===== config.mk =====
export PLATFORM = sky130hd
export DESIGN_NAME = obi_varlat_one_to_n
export DESIGN_NICKNAME = d
export VERILOG_FILES = /design/src/rtl/obi_varlat_one_to_n_pkg.sv /design/src/rtl/obi_varlat_one_to_n.sv
export SDC_FILE = /design/constraint.sdc
export NUM_CORES = 1
export LEC_CHECK = 0
export ABC_AREA = 1
export ABC_CLOCK_PERIOD_IN_PS = 2670
export BUFFER_PORTS_ARGS = -buffer_cell sky130_fd_sc_hd__buf_2
export CAP_MARGIN = 20
export CORE_AREA = 5 5 122 124
export CTS_CLUSTER_SIZE = 28
export DETAILED_ROUTE_END_ITERATION = 10
export DIE_AREA = 0 0 127 129
export PLACE_DENSITY_LB_ADDON = 0.08
export SYNTH_ARGS = -nofsm -noshare
export SYNTH_HDL_FRONTEND = slang
export SYNTH_SLANG_ARGS = --single-unit

===== constraint.sdc =====
create_clock -name clk_i -period 2.67 [get_ports clk_i]
set_input_delay 0.267 -clock clk_i [delete_from_list [all_inputs] [get_ports clk_i]]
set_output_delay 0.267 -clock clk_i [all_outputs]
set_load 0.1 [all_outputs]

===== src/rtl/obi_varlat_one_to_n_pkg.sv =====
// obi_varlat_one_to_n_pkg: OBI request/response bundles used by the 1-to-N demux.
package obi_varlat_one_to_n_pkg;
   typedef struct packed {
      logic        req;
      logic        we;
      logic [3:0]  be;
      logic [31:0] addr;
      logic [31:0] wdata;
   } obi_req_t;
   typedef struct packed {
      logic        gnt;
      logic        rvalid;
      logic [31:0] rdata;
   } obi_resp_t;
endpackage


===== src/rtl/obi_varlat_one_to_n.sv =====
// obi_varlat_one_to_n: OBI 1-to-N demux; address-decoded requests, in-order responses,
// unmapped accesses answered locally with an error response one cycle after grant.
module obi_varlat_one_to_n
   import obi_varlat_one_to_n_pkg::*;
#(
   parameter int                       NSLAVE          = 2,
   parameter int                       MAX_OUTSTANDING = 4,
   parameter logic [NSLAVE-1:0][31:0]  SLAVE_BASE      = {32'h2000_0000, 32'h1000_0000},
   parameter logic [NSLAVE-1:0][31:0]  SLAVE_MASK      = {NSLAVE{32'hFFFF_0000}},
   parameter logic [31:0]              ERR_RDATA       = 32'hBADA_CCE5,
   localparam int                      CW              = $clog2(MAX_OUTSTANDING + 1)
) (
   input  logic                  clk_i,
   input  logic                  rst_ni,
   input  obi_req_t              master_req_i,
   output obi_resp_t             master_resp_o,
   output obi_req_t [NSLAVE-1:0] slave_req_o,
   input  obi_resp_t [NSLAVE-1:0] slave_resp_i,
   output logic                  decode_err_o,
   output logic [CW-1:0]         outstanding_o
);
   localparam int TW = $clog2(NSLAVE + 1);
   localparam logic [TW-1:0] ERR = TW'(NSLAVE);
   logic [TW-1:0] tgt, last_tgt_d, last_tgt_q;
   logic [CW-1:0] cnt_d, cnt_q;
   logic          err_pend_d, err_pend_q;
   logic          is_err, stall, gnt, rvalid, sel_gnt, sel_rvalid;
   logic [31:0]   sel_rdata;
   // Lowest matching index wins, so iterate downwards and let later hits override.
   always_comb begin
      tgt = ERR;
      for (int i = NSLAVE - 1; i >= 0; i--)
         if ((master_req_i.addr & SLAVE_MASK[i]) == SLAVE_BASE[i]) tgt = TW'(i);
   end
   always_comb begin
      sel_gnt    = 1'b0;
      sel_rvalid = 1'b0;
      sel_rdata  = '0;
      for (int i = 0; i < NSLAVE; i++) begin
         if (tgt == TW'(i)) sel_gnt = slave_resp_i[i].gnt;
         if (last_tgt_q == TW'(i)) begin
            sel_rvalid = slave_resp_i[i].rvalid;
            sel_rdata  = slave_resp_i[i].rdata;
         end
      end
   end
   // Switching targets waits for the pipe to drain so responses cannot overtake.
   assign is_err = tgt == ERR;
   assign stall  = cnt_q == CW'(MAX_OUTSTANDING) || (cnt_q != '0 && tgt != last_tgt_q);
   assign gnt    = master_req_i.req && !stall && (is_err || sel_gnt);
   assign rvalid = last_tgt_q == ERR ? err_pend_q : cnt_q != '0 && sel_rvalid;
   always_comb begin
      for (int i = 0; i < NSLAVE; i++) begin
         slave_req_o[i]     = master_req_i;
         slave_req_o[i].req = master_req_i.req && !stall && tgt == TW'(i);
      end
   end
   always_comb begin
      master_resp_o.gnt    = gnt;
      master_resp_o.rvalid = rvalid;
      master_resp_o.rdata  = !rvalid ? 32'h0 : last_tgt_q == ERR ? ERR_RDATA : sel_rdata;
      decode_err_o         = gnt && is_err;
      outstanding_o        = cnt_q;
      cnt_d                = cnt_q + CW'(gnt) - CW'(rvalid);
      err_pend_d           = (gnt && is_err) || (err_pend_q && !rvalid);
      last_tgt_d           = gnt ? tgt : last_tgt_q;
   end
   always_ff @(posedge clk_i or negedge rst_ni) begin
      if (!rst_ni) begin
         cnt_q      <= '0;
         err_pend_q <= 1'b0;
         last_tgt_q <= '0;
      end else begin
         cnt_q      <= cnt_d;
         err_pend_q <= err_pend_d;
         last_tgt_q <= last_tgt_d;
      end
   end
endmodule


Word-level counts from Yosys, hierarchy flattened:

Index checks and enable logic that the tools add are counted.

* register bits after elaboration: 6

* add/sub/neg operators: 2
* equal/unequal tests: 8
* mux-type cells: 11
* reductions and logical operators: 16

Operators by type and width (count)
* 32-bit 2-to-1 mux: 4
* 16-bit by 13-bit equality test with 1-bit output (second input constant): 1
* 16-bit by 14-bit equality test with 1-bit output (second input constant): 1
* 1-bit logical AND: 8
* 1-bit 2-to-1 mux: 5
* 2-bit by 1-bit equality test with 1-bit output (second input constant): 2
* 2-bit equality test (second input constant): 2
* 2-bit zero test: 2
* 2-bit 2-to-1 mux: 2
* 3-bit by 1-bit adder with 3-bit output: 1
* 3-bit equality test (second input constant): 1
* 1-bit logical OR: 3
* 3-bit nonzero test: 1
* 3-bit by 1-bit subtractor with 3-bit output: 1
* 1-bit zero test: 2
* 2-bit inequality test: 1

Depth between registers and ports, before layout:

* depth after elaboration: 11
* mapped depth: 16

Worst setup path after synthesis:

OpenSTA, ideal clock, no wires.

* path type: register to output
* from: reg cnt_q[1] (netlist: outstanding_o[1])
* to: out master_resp_o[0] (netlist bit)
* data arrival time: 3.010 ns
* slack: -0.607 ns
* stages on the path, launching flop included: 7
* path buffers: 1
* cells stage by stage: dfrtp_1 -> nor2_1 -> inv_1 -> o21ai_1 -> o21a_1 -> buf_4 -> a21oi_1

RTL lines
* start, declared: line obi_varlat_one_to_n.sv:25 `logic [CW-1:0] cnt_d, cnt_q;`
* start signal, assigned: line obi_varlat_one_to_n.sv:74 `cnt_q <= cnt_d;`
* end, declared: line obi_varlat_one_to_n.sv:16 `output obi_resp_t master_resp_o,`

Worst setup path after layout:

* from: in master_req_i[49] (netlist bit)
* to: reg cnt_q[1] (netlist: outstanding_o[1])

* word-level cells in the longest chain between the ends: 11
* elaborated cells on any way between the ends: 18
* classes of those cells: 2 x add/sub; 5 x eq/ne; 4 x mux; 7 x reduce/logical

Ends and longest elaborated chain
* start, declared: line obi_varlat_one_to_n.sv:15 `input obi_req_t master_req_i,`
* 16-bit by 14-bit equality test with 1-bit output: line obi_varlat_one_to_n.sv:33 `if ((master_req_i.addr & SLAVE_MASK[i]) == SLAVE_BASE[i]) tgt = TW'(i);`
* 2-bit 2-to-1 mux: line obi_varlat_one_to_n.sv:33
* 2-bit 2-to-1 mux (*): line obi_varlat_one_to_n.sv:33
* 2-bit inequality test: line obi_varlat_one_to_n.sv:49 `assign stall = cnt_q == CW'(MAX_OUTSTANDING) || (cnt_q != '0 && tgt != last_tgt_q);`
* 1-bit logical AND: line obi_varlat_one_to_n.sv:49
* 1-bit logical OR: line obi_varlat_one_to_n.sv:49
* 1-bit zero test: line obi_varlat_one_to_n.sv:50 `assign gnt = master_req_i.req && !stall && (is_err || sel_gnt);`
* 1-bit logical AND: line obi_varlat_one_to_n.sv:50
* 1-bit logical AND (*): line obi_varlat_one_to_n.sv:50
* 3-bit by 1-bit adder with 3-bit output (*): line obi_varlat_one_to_n.sv:64 `cnt_d = cnt_q + CW'(gnt) - CW'(rvalid);`
* 3-bit by 1-bit subtractor with 3-bit output (*): line obi_varlat_one_to_n.sv:64
* named net cnt_d[1]: line obi_varlat_one_to_n.sv:25

The timed path passes the listed nets; every way through them passes the cells marked *.
A chain may end at the register's enable or synchronous reset.

==> results <==
- CTS built an H-tree with a depth of 1.
- The post-synthesis instance area is 2078 um^2.
- The number of different library cells used by synthesis comes to 24.
- On the final layout, the worst clock skew is 0.001319 ns.
- In this run the critical register-to-register path is launched from last_tgt_q[0].
- The register bit total from synthesis is 6.
- The post-synthesis net count is 452.
- The post-synthesis area per instance is about 6.7 um^2.
- The total global routing track utilization is a little over 8%.
- The TritonCTS buffer count is 3.
- Dividing the detail-routed wire length by the instance count gives 14.94 um.
- Clock latency on the worst-skew pair, taken at its later pin, is 0.22 ns.
- Setup repair after global routing left no endpoint under its margin.
- Dividing the detail-routed via count by the number of cells gives 3.675.
- The detailed router finished its first iteration with 28 violations.
- The final standard cell utilization of the core is 20.93%.
- For this run, the top clock speed supported by timing is 427.7 MHz.
- The setup slack of the most critical reg-to-reg path is 0.34 ns.
- The capture instance of the worst register-to-register path is outstanding_o[1].
- The power per cell area is 1800 nW/um^2.
- The number of nets with antenna violations after detailed routing is 0.
- The die width is between 100 and 150 um.
- 0 antenna diodes ended up in the layout.
- Final hold analysis gives a worst-case slack of 0.3396 ns.
- The area of the core is 13670 um^2.
- During I/O placement, the number of pins put on the boundary was 318.
- The initial antenna violation count was 1.
- The path type of the worst setup path is primary input to register.
- In this run the tool buffered the top-level ports with 158 buffer cells.
- The cell row count is 43.
- The first detailed-routing pass ran for 3 iterations.
- The die covers 16380 um^2.
- The largest net degree at the start of global routing is 34.
- The headroom to the max-slew limit is 67.13%.
- The final weighted congestion in routability-driven placement is 0.7038.
- The synthesized instance count is 309.
- The HPWL after detailed placement is approximately 6.4 mm.
- The flow ran to the end, and the final reports show no timing, DRC or antenna violations.
- The worst path needs 2.338 ns of the cycle, external delays included.
- The first element of the critical path is master_req_i[49].
- The largest fanout on the critical path is 4.
- Leaving out fill and tap cells, the most frequent cells in the layout are buf_2 (122), nand2_1 (50), buf_12 (37).
- Summed over all layers, the global routing overflow is 0.
- The vertical die dimension is between 100 and 150 um.
- The final cell area excluding filler cells is about 2900 um^2.
- The TritonCTS sink count is 6.
- The nature of the critical path endpoint is a register.
- TritonCTS built the clock tree.
- The final cycle utilization of the critical path is between 80 and 90%.
- STA classifies the critical path startpoint as a primary input.
- The first global-routing pass estimated about 10 mm of wire.
- Summing all placed instances gives a cell area of around 2800 um^2.
- The proportion of synthesized chip area in sequential cells is around 7.2%.
- The final-stage net count is 473.
- Data on the critical path arrives at its endpoint at 2.45 ns.
- The transition time at the pin with the least slew margin is about 0.5 ns.
- The path class of the tightest hold or removal check is primary input to register.
- The most common cell after layout, fill and taps aside is buf_2.
- For this run, design rule violations remaining after detail routing come to 0.
- The required time of the worst setup path is 2.79 ns.
- CTS placed an instance of clkbuf_16 at the clock tree root.
- The post-CTS setup buffer count is 0.
- The area growth from synthesis to layout is 37.63%.
- Setup total negative slack on the finished layout was measured at 0 ns.
- The effective utilization at floorplan is 15.21%.
- The via count of the first global-routing pass was 1875.
- The Yosys warning count is 0.
- Setup violations remaining at the end of the flow were counted as 0.
- After detailed routing, the total wire length is 7.591 mm.
- The largest vdd supply drop is 0.5565 mV.
- The via count of the routed design is ~1900.
- The worst hold path terminates at last_tgt_q[0].
- The number of max-slew violations in the final report is 0.
- Of the cells placed in the final design, the portion with a size suffix greater than 1 is 63.11%.
- The number of cell instances on the worst register-to-register path is 12.
- The tool flagged a number of max-cap violations equal to 0.
- The maximum clock path buffer count is 2.
- The worst hold path begins at master_req_i[69].
- The clock transition at the registers of the reported paths is 0.03 ns.
- The total count of hold-check failures in the final report is 0.
- The hold-critical path depth is 3.
- The static power due to leakage is 1.299 nW.
flip-flops by register name, summed over array words and instances, names as in the netlist:
name           flops
err_pend_q         1
last_tgt_q         2
outstanding_o      3
repair_timing:
| item | 4_1_cts | 5_1_grt |
|---|---|---|
| endpoints found under the setup margin | 0 | 2 |
| hold endpoints to repair | 6 | 0 |
| gates resized for setup | 0 | 1 |
| hold buffers | 1 | 0 |
per-stage QoR:
step	total power (W)	std cells	worst slack, ns
2_1_floorplan	0.004276	309	-0.4535
3_3_place_gp	0.005002	504	0.07642
3_5_place_dp	0.004976	504	-0.01446
4_1_cts	0.005232	508	0.2258
5_1_grt	0.005357	508	0.04887
6_report	0.005148	508	0.3319
cell usage after synthesis, drive strengths merged:
master  count  area [um^2]
buf       144         1100
nand2      51        191.4
nor2       31        118.9
a21oi      18        146.4
inv        18        67.57
a221oi     14        122.6
clkbuf      6        22.52
dfrtp       6        150.1
o21ai       6        30.02
nand3       4        20.02
ha          2        25.02
nand4       2        12.51
xnor2       2        17.52
a22o        1        8.760
fa          1        20.02
o21a        1        7.510
o21bai      1        11.26
o22ai       1        6.260
routing by layer:
layer	vias up	track usage, %	wire length [um]
met5	-	0	13
met4	2	4.921	491
met3	50	2.947	939
met2	129	14.13	3551
met1	804	8.568	2594
li1	882	-	-
layout make-up:
type | instances | area (um^2)
fillers | 1574 | 10810
well taps | 180 | 225.2
repair buffers | 166 | 1406
multi-input cells | 135 | 933.4
flip-flops and latches | 6 | 152.6
inverters | 18 | 67.56
clock buffers | 3 | 75.07
power breakdown:
group / leakage, nW / switching [W] / internal, W
clock network: 0.0370 / 0.0000473 / 0.000192
logic: 1.19 / 0.00329 / 0.00144
registers: 0.0703 / 0.0000400 / 0.000141
total: 1.30 / 0.00338 / 0.00177
critical path, cell delays in order:
cell and delay, ns:
buf_2 0.11, nor2_1 0.10, nand2_1 0.07, nor2_1 0.22, nand2_1 0.17, nand3_1 0.11, nand2_1 0.06, o21bai_2 0.16
nand3_1 0.14, ha_1 0.31, inv_1 0.06, ha_1 0.13, inv_1 0.05, fa_1 0.47, inv_1 0.04
worst max-delay path by stage:
| stage | end | depth (start not counted) |
|---|---|---|
| detailed placement | outstanding_o[2] | 15 |
| floorplan | master_resp_o[0] | 4 |
| global route | outstanding_o[2] | 15 |
| finish | outstanding_o[1] | 15 |
| global placement | outstanding_o[2] | 15 |
| CTS | outstanding_o[2] | 15 |
kinds of logic after synthesis:
group | after synthesis | share of synthesized area [%]
flip-flops | 6 | 7.224
XOR/XNOR | 2 | 0.8430
AO/OA/AOI/OAI | 42 | 16.01
AND/OR/NAND/NOR | 88 | 16.50
buffers and inverters | 168 | 57.26
adder cells (fa/ha/maj) | 3 | 2.167
Note: power is estimated with default switching activity, not from simulation.
